File: config.mk
export PLATFORM = sky130hd
export DESIGN_NAME = mpu_bus_master
export DESIGN_NICKNAME = d
export VERILOG_FILES = /design/src/rtl/mpu_bus_master.sv
export SDC_FILE = /design/constraint.sdc
export NUM_CORES = 1
export LEC_CHECK = 0
export ABC_AREA = 0
export CAP_MARGIN = 20
export CORE_MARGIN = 8
export CORE_UTILIZATION = 43
export DETAILED_ROUTE_END_ITERATION = 10
export PLACE_DENSITY = 0.84
export SLEW_MARGIN = 0
export SYNTH_ARGS = -nofsm -noshare
export SYNTH_HDL_FRONTEND = slang
export SYNTH_SLANG_ARGS = --single-unit
File: constraint.sdc
create_clock -name clk -period 2.1 [get_ports clk]
set_input_delay 0.21 -clock clk [delete_from_list [all_inputs] [get_ports clk]]
set_output_delay 0.21 -clock clk [all_outputs]
set_load 0.01 [all_outputs]
File: src/rtl/mpu_bus_master.sv
// Burst bus initiator for the ChronoCube MPU port: turns one burst command into
// single-word MPU strobes with auto-incrementing address and streamed data.
module mpu_bus_master #(
  parameter int ADDR_WIDTH = 16,
  parameter int DATA_WIDTH = 16,
  parameter int LEN_WIDTH  = 8,
  parameter int RD_LATENCY = 1
) (
  input  logic                  clk,
  input  logic                  _reset,
  input  logic                  cmd_valid,
  output logic                  cmd_ready,
  input  logic                  cmd_wr,
  input  logic [ADDR_WIDTH-1:0] cmd_addr,
  input  logic [LEN_WIDTH-1:0]  cmd_len,
  input  logic [1:0]            cmd_be,
  input  logic                  wdata_valid,
  output logic                  wdata_ready,
  input  logic [DATA_WIDTH-1:0] wdata,
  output logic                  rdata_valid,
  input  logic                  rdata_ready,
  output logic [DATA_WIDTH-1:0] rdata,
  output logic                  busy,
  output logic                  mpu_en,
  output logic                  mpu_rd,
  output logic                  mpu_wr,
  output logic [1:0]            mpu_be,
  output logic [ADDR_WIDTH-1:0] mpu_addr,
  output logic [DATA_WIDTH-1:0] mpu_wdata,
  input  logic [DATA_WIDTH-1:0] mpu_rdata
);

  localparam logic [2:0] ST_IDLE      = 3'd0;
  localparam logic [2:0] ST_WR_WAIT   = 3'd1;
  localparam logic [2:0] ST_WR_STROBE = 3'd2;
  localparam logic [2:0] ST_RD_STROBE = 3'd3;
  localparam logic [2:0] ST_RD_HOLD   = 3'd4;

  localparam int WAIT_W = (RD_LATENCY > 0) ? $clog2(RD_LATENCY + 1) : 1;
  localparam logic [WAIT_W-1:0] WAIT_LOAD = WAIT_W'(RD_LATENCY);

  logic [2:0]            state_q,  state_nx;
  logic [ADDR_WIDTH-1:0] addr_q,   addr_nx;
  logic [LEN_WIDTH-1:0]  cnt_q,    cnt_nx;
  logic [1:0]            be_q,     be_nx;
  logic [WAIT_W-1:0]     wait_q,   wait_nx;
  logic                  load_wdata;
  logic                  cap_rdata;
  logic                  wr_strobe_nx;
  logic                  rd_strobe_nx;

  always_comb begin
    state_nx   = state_q;
    addr_nx    = addr_q;
    cnt_nx     = cnt_q;
    be_nx      = be_q;
    wait_nx    = wait_q;
    load_wdata = 1'b0;
    cap_rdata  = 1'b0;
    case (state_q)
      ST_IDLE: begin
        if (cmd_valid && cmd_ready) begin
          addr_nx  = cmd_addr;
          cnt_nx   = cmd_len;
          be_nx    = cmd_be;
          wait_nx  = WAIT_LOAD;
          state_nx = cmd_wr ? ST_WR_WAIT : ST_RD_STROBE;
        end
      end
      ST_WR_WAIT: begin
        if (wdata_valid && wdata_ready) begin
          load_wdata = 1'b1;
          state_nx   = ST_WR_STROBE;
        end
      end
      ST_WR_STROBE: begin
        if (cnt_q == '0) begin
          state_nx = ST_IDLE;
        end else begin
          addr_nx  = addr_q + ADDR_WIDTH'(1);
          cnt_nx   = cnt_q - LEN_WIDTH'(1);
          state_nx = ST_WR_WAIT;
        end
      end
      ST_RD_STROBE: begin
        if (wait_q == '0) begin
          cap_rdata = 1'b1;
          state_nx  = ST_RD_HOLD;
        end else begin
          wait_nx = wait_q - WAIT_W'(1);
        end
      end
      ST_RD_HOLD: begin
        if (rdata_ready) begin
          if (cnt_q == '0) begin
            state_nx = ST_IDLE;
          end else begin
            addr_nx  = addr_q + ADDR_WIDTH'(1);
            cnt_nx   = cnt_q - LEN_WIDTH'(1);
            wait_nx  = WAIT_LOAD;
            state_nx = ST_RD_STROBE;
          end
        end
      end
      default: state_nx = ST_IDLE;
    endcase
  end

  assign wr_strobe_nx = (state_nx == ST_WR_STROBE);
  assign rd_strobe_nx = (state_nx == ST_RD_STROBE);

  always_ff @(posedge clk or negedge _reset) begin
    if (!_reset) begin
      state_q <= ST_IDLE;
      addr_q  <= '0;
      cnt_q   <= '0;
      be_q    <= '0;
      wait_q  <= '0;
    end else begin
      state_q <= state_nx;
      addr_q  <= addr_nx;
      cnt_q   <= cnt_nx;
      be_q    <= be_nx;
      wait_q  <= wait_nx;
    end
  end

  // Every output is decoded from the next state so it lines up with state_q.
  always_ff @(posedge clk or negedge _reset) begin
    if (!_reset) begin
      cmd_ready   <= 1'b0;
      wdata_ready <= 1'b0;
      rdata_valid <= 1'b0;
      rdata       <= '0;
      busy        <= 1'b0;
      mpu_en      <= 1'b0;
      mpu_rd      <= 1'b0;
      mpu_wr      <= 1'b0;
      mpu_be      <= '0;
      mpu_addr    <= '0;
      mpu_wdata   <= '0;
    end else begin
      cmd_ready   <= (state_nx == ST_IDLE);
      wdata_ready <= (state_nx == ST_WR_WAIT);
      rdata_valid <= (state_nx == ST_RD_HOLD);
      busy        <= (state_nx != ST_IDLE);
      mpu_en      <= wr_strobe_nx || rd_strobe_nx;
      mpu_rd      <= rd_strobe_nx;
      mpu_wr      <= wr_strobe_nx;
      mpu_be      <= (wr_strobe_nx || rd_strobe_nx) ? be_nx : 2'b00;
      if (wr_strobe_nx || rd_strobe_nx)
        mpu_addr <= addr_nx;
      if (load_wdata)
        mpu_wdata <= wdata;
      if (cap_rdata)
        rdata <= mpu_rdata;
    end
  end

endmodule

# After elaboration in Yosys (flattened, before gate mapping)
# Index checks and enable logic that the tools add are counted.
word_totals:
  regBits: 87
  in_bits: 64
  output_inout_bits: 57
  wordCells: 69
op_classes:
  add_sub_neg: 3
  n_eq_ne: 11
  n_mux: 28
  reduce_logical: 11
op_table:
  columns: ["operator", "n"]
  rows:
  - ["$mux W16", 3]
  - ["$pmux W16 S3", 1]
  - ["$mux W8", 3]
  - ["$pmux W8 S3", 1]
  - ["$add A16 B1 Y16 const B", 1]
  - ["$pmux W3 S5", 1]
  - ["$eq A3 B2 Y1 const B", 4]
  - ["$mux W3", 4]
  - ["$mux W2", 5]
  - ["$mux W1", 9]
  - ["$reduce_bool A3 Y1", 3]
  - ["$logic_not A8 Y1", 1]
  - ["$sub A8 B1 Y8 const B", 1]
  - ["$eq A3 B1 Y1 const B", 2]
  - ["$eq A3 B3 Y1 const B", 2]
  - ["$logic_not A3 Y1", 2]
  - ["$ne A2 B2 Y1 const B", 3]
  - ["$reduce_and A4 Y1", 1]
  - ["$pmux W1 S3", 1]
  - ["$reduce_and A3 Y1", 1]
  - ["$logic_and A1 B1 Y1", 2]
  - ["$logic_or A1 B1 Y1", 1]
  - ["$sub A1 B1 Y1 const B", 1]

# Logic depth before layout (Yosys ltp)
logic_depth:
  word_depth: 7
  depth_mapped: 10
  ltp_nobuf: 8

# Least setup slack after synthesis
# OpenSTA, ideal clock, no wires.
synth_timing:
  path_kind: "flip-flop to flip-flop"
  start: "register cnt_q[0]"
  end: "register mpu_addr[14]"
  setup_ps: 125
  t_arrival_ps: 1978
  t_required_ps: 1975
  setup_slack_ps: -4
  path_stages_with_launch: 11
  path_buffers: 2
  period_less_slack_ps: 2104
  cell_sequence: "dfrtp_1 inv_1 ha_1 or4b_1 buf_2 nor2_4 nor3_1 nor2_4 inv_2 buf_6 mux2_4"
synth_via:
  elab_chain_cells: 6
synth_lines:
  columns: ["item", "line", "text"]
  rows:
  - ["start, declared", "44", "logic [LEN_WIDTH-1:0] cnt_q, cnt_nx;"]
  - ["start signal, assigned", "122", "cnt_q <= cnt_nx;"]
  - ["$logic_not A8 Y1 *", "77, 95", null]
  - ["$mux W2", "95", "if (cnt_q == '0) begin"]
  - ["$mux W3", "94", "if (rdata_ready) begin"]
  - ["$pmux W3 S5", "60", "case (state_q)"]
  - ["$eq A3 B2 Y1 (on tied branches)", "109, 110", null]
  - ["$logic_or A1 B1 Y1", "151", "if (wr_strobe_nx || rd_strobe_nx)"]
  - ["end signal, assigned", "152", "mpu_addr <= addr_nx;"]
  - ["end, declared", "28", "output logic [ADDR_WIDTH-1:0] mpu_addr,"]
# Every way passes the cells marked *; elsewhere a longest branch is shown, timed or not.
# A chain may end at the register's enable or synchronous reset.

# Worst setup path after layout
layout_timing:
  start: "register cnt_q[1]"
  end: "register mpu_addr[0]"
# The elaborated chain is that of the path after synthesis.

==> results.sh <==
export IMPL_outcome="complete, but fails checks"
export IMPL_failed_checks="setup timing"
export IMPL_num_fill_cells=690
export IMPL_synth_distinct_cells=55
export IMPL_synth_seq_cells=87
export IMPL_ys_async_sr_fraction=1.00
export IMPL_skew_ns=0.00838
export IMPL_ant_nets=0
export IMPL_ys_flop_type="dfrtp_1"
export IMPL_antenna_found_initial=0
export IMPL_crit_chain="inv_2 -> ha_4 -> or4b_4 -> nor2_4 -> nor3_2 -> nor2_4 -> inv_6 -> mux2_1"
export IMPL_io_pins=121
export IMPL_instances_no_fill=629
export IMPL_synth_cells=361
export IMPL_die_h_um=113
export IMPL_irDropWorstVdd_mv=0.827
export IMPL_layout_commonest_cell="clkdlybuf4s50_1"
export IMPL_ys_warn_count=0
export IMPL_synth_edf_count=0
export IMPL_seq_area_mm2=0.00218
export IMPL_cpMostUsedCell="nor2_4"
export IMPL_place_congestion=0.867
export IMPL_critPathMaxStageDelay_ns=0.53
export IMPL_cts_path_max_buffers=2
export IMPL_pre_cts_ws_ns=-0.134
export IMPL_cpMaxStageDelayCell="or4b_4"
export IMPL_dp_hpwl_um=8490
export IMPL_cellPowerDensity_mw_per_mm2=1500
export IMPL_netlist_area_mm2=0.00403
export IMPL_antenna_cells=0
export IMPL_finalWorstSetupSlack_ns=-0.0557
export IMPL_crit_fanout=10
export IMPL_synth_area_top_cells="dfrtp_1, mux2_2, nand2_1"
export IMPL_port_buffers=120
export IMPL_syn_to_final_growth_pct=47.8
export IMPL_drv_cap=0
export IMPL_root_buffer="clkbuf_8"
export IMPL_critPathCaptureType="flip-flop"
export IMPL_avgSynthCellArea_um2=11.2
export IMPL_die_w_um=113
export IMPL_initial_utilization=0.440
export IMPL_worstPathRequired_ns=2.35
export IMPL_multi_input_comb_area_mm2=0.00188
export IMPL_grtUsageTotal=0.182
export IMPL_clk_pin_slew_worst_paths_ns=0.09
export IMPL_cp_arrival_ns=2.41
export IMPL_clk_insertion_delay_late_ns=0.37
export IMPL_wl_per_cell_um=18.6
export IMPL_finalMaxSlewViolations=0
export IMPL_drive_gt1_frac=0.234
export IMPL_tritoncts="yes"
export IMPL_core_area_mm2=0.00915
export IMPL_final_nets=579
export IMPL_yosys_area_top_type="dfrtp_1"
export IMPL_numCtsBuffers=9
export IMPL_cp_start_kind="flip-flop"
export IMPL_htreeDepth=3
export IMPL_drt_iter0_drc=263
export IMPL_whs_ns=0.322
export IMPL_hp_class="in -> async"
export IMPL_setup_viol=18
export IMPL_path_delay_family="simple AND/OR/NAND/NOR gates"
export IMPL_worst_pin_slew_ns=0.485
export IMPL_overflow=0
export IMPL_finalHoldViolCount=0
export IMPL_post_route_min_period_ns=2.16
export IMPL_rows=35
export IMPL_grt_pass1_wl_um=18700
export IMPL_grt_max_degree=40
export IMPL_die_area_mm2=0.0127
export IMPL_fin_setup_tns_ns=-0.492
export IMPL_vias=3554
export IMPL_post_route_period_util=1.03
export IMPL_mostFrequentLayoutCells="clkdlybuf4s50_1, dfrtp_1, buf_4"
export IMPL_cts_sinks=87
export IMPL_p_leak_nw=2.43
export IMPL_yosysTopAreaCellShare=0.540
export IMPL_critPathKind="reg -> reg"
export IMPL_max_slew_margin=0.676
export IMPL_grt_setup_unrepaired="true"
export IMPL_vias_per_cell=5.65
export IMPL_dp_cells=604
export IMPL_post_route_drc_count=0
export IMPL_grt_pass1_vias=3830
export IMPL_wl_um=11700
export IMPL_syn_nets=427
export IMPL_crit_buf_inv=2
export IMPL_first_pass_iters=6
export IMPL_seq_area_frac_synth=0.540
export IMPL_fmax_mhz=464
[stage by stage]
step / util / power [mW] / cell area [µm²]
6_report: 0.651 / 8.93 / 5960
5_1_grt: 0.651 / 9.49 / 5960
4_1_cts: 0.639 / 8.71 / 5840
3_5_place_dp: 0.607 / 7.35 / 5560
3_3_place_gp: 0.607 / 7.17 / 5560
2_1_floorplan: - / 5.22 / 4050
[layout make-up]
cell class,count,share of cell area
clock buffer,10,0.0231
clock inverter,6,0.0113
inverter,10,0.00714
multi-input combinational,248,0.315
sequential,87,0.366
tap,111,0.0233
timing repair buffer,157,0.255
[power by group]
group	internal, mW	total (mW)	leakage [nW]	switching [mW]
sequential	2.50	3.11	1.05	0.611
clock	0.589	1.22	0.0993	0.632
combinational	2.53	4.60	1.28	2.08
total	5.62	8.93	2.43	3.32
[worst paths after layout]
kind	start	slack, ns	cells after the start	end
worst max register to register	cnt_q[1]	-0.06	8	mpu_addr[0]
max in group asynchronous	_reset	1.17	3	state_q[1]
worst min register to register	rdata[7]	0.49	1	rdata[7]
min in group clk	cmd_addr[8]	0.44	3	addr_q[8]
worst max-delay path	cnt_q[1]	-0.06	8	mpu_addr[0]
worst min-delay path	_reset	0.32	2	mpu_wdata[8]
[flip-flops by register name (all words and copies together), names as in the netlist]
| register | count |
|---|---|
| addr_q | 16 |
| be_q | 2 |
| busy | 1 |
| cmd_ready | 1 |
| cnt_q | 8 |
| mpu_addr | 16 |
| mpu_be | 2 |
| mpu_en | 1 |
| mpu_rd | 1 |
| mpu_wdata | 16 |
| mpu_wr | 1 |
| rdata | 16 |
| rdata_valid | 1 |
| state_q | 3 |
| wait_q | 1 |
| wdata_ready | 1 |
[cells in the mapped netlist, drive strengths merged (2+ instances only)]
library cell	n
nand2b	6
a21o	3
nand3b	5
nor3	16
nand2	30
mux2	40
and4	2
a41oi	5
a21oi	21
ha	2
o211ai	5
nand3	11
xor2	2
o21ai	21
mux2i	2
inv	10
a31oi	10
or4	2
buf	9
clkbuf	7
nor2	15
a31o	2
nor4	5
or3	6
and2	5
o22a	3
and3	4
o2111ai	2
a22oi	4
dfrtp	87
o21a	2
[kinds of logic (layout without fill, tap and decap cells)]
kind of cell,Yosys count,in the layout,synth area share
simple gates,114,114,0.153
xor+xnor,3,3,0.00652
compound gates,87,87,0.144
buf+inv,26,183,0.0286
fa+ha+maj,2,2,0.00621
mux,42,42,0.121
flops,87,87,0.540
[layer usage]
layer | global-route usage | wire length [µm] | vias up
li1 | - | - | 1634
met1 | 0.210 | 4700 | 1774
met2 | 0.296 | 5750 | 130
met3 | 0.0799 | 1120 | 16
met4 | 0.0603 | 125 | 0
met5 | 0 | 0 | -
[worst reg2reg max path, cell delays in order, from the launching register on]
cell and delay [ns]:
dfrtp_1 0.41, inv_2 0.10, ha_4 0.15, or4b_4 0.53
nor2_4 0.22, nor3_2 0.10, nor2_4 0.14, inv_6 0.09
mux2_1 0.31
[repair_timing]
| action | 4_1_cts | 5_1_grt |
|---|---|---|
| setup buffers | 5 | 3 |
| cloned | 0 | 0 |
| hold endpoints to repair | 27 | 0 |
| setup endpoints to repair | 12 | 35 |
| hold buffers | 1 | 0 |
| pin swaps | 3 | 4 |
| resized for setup | 7 | 20 |
No activity file was read; power rests on OpenSTA's default activity.
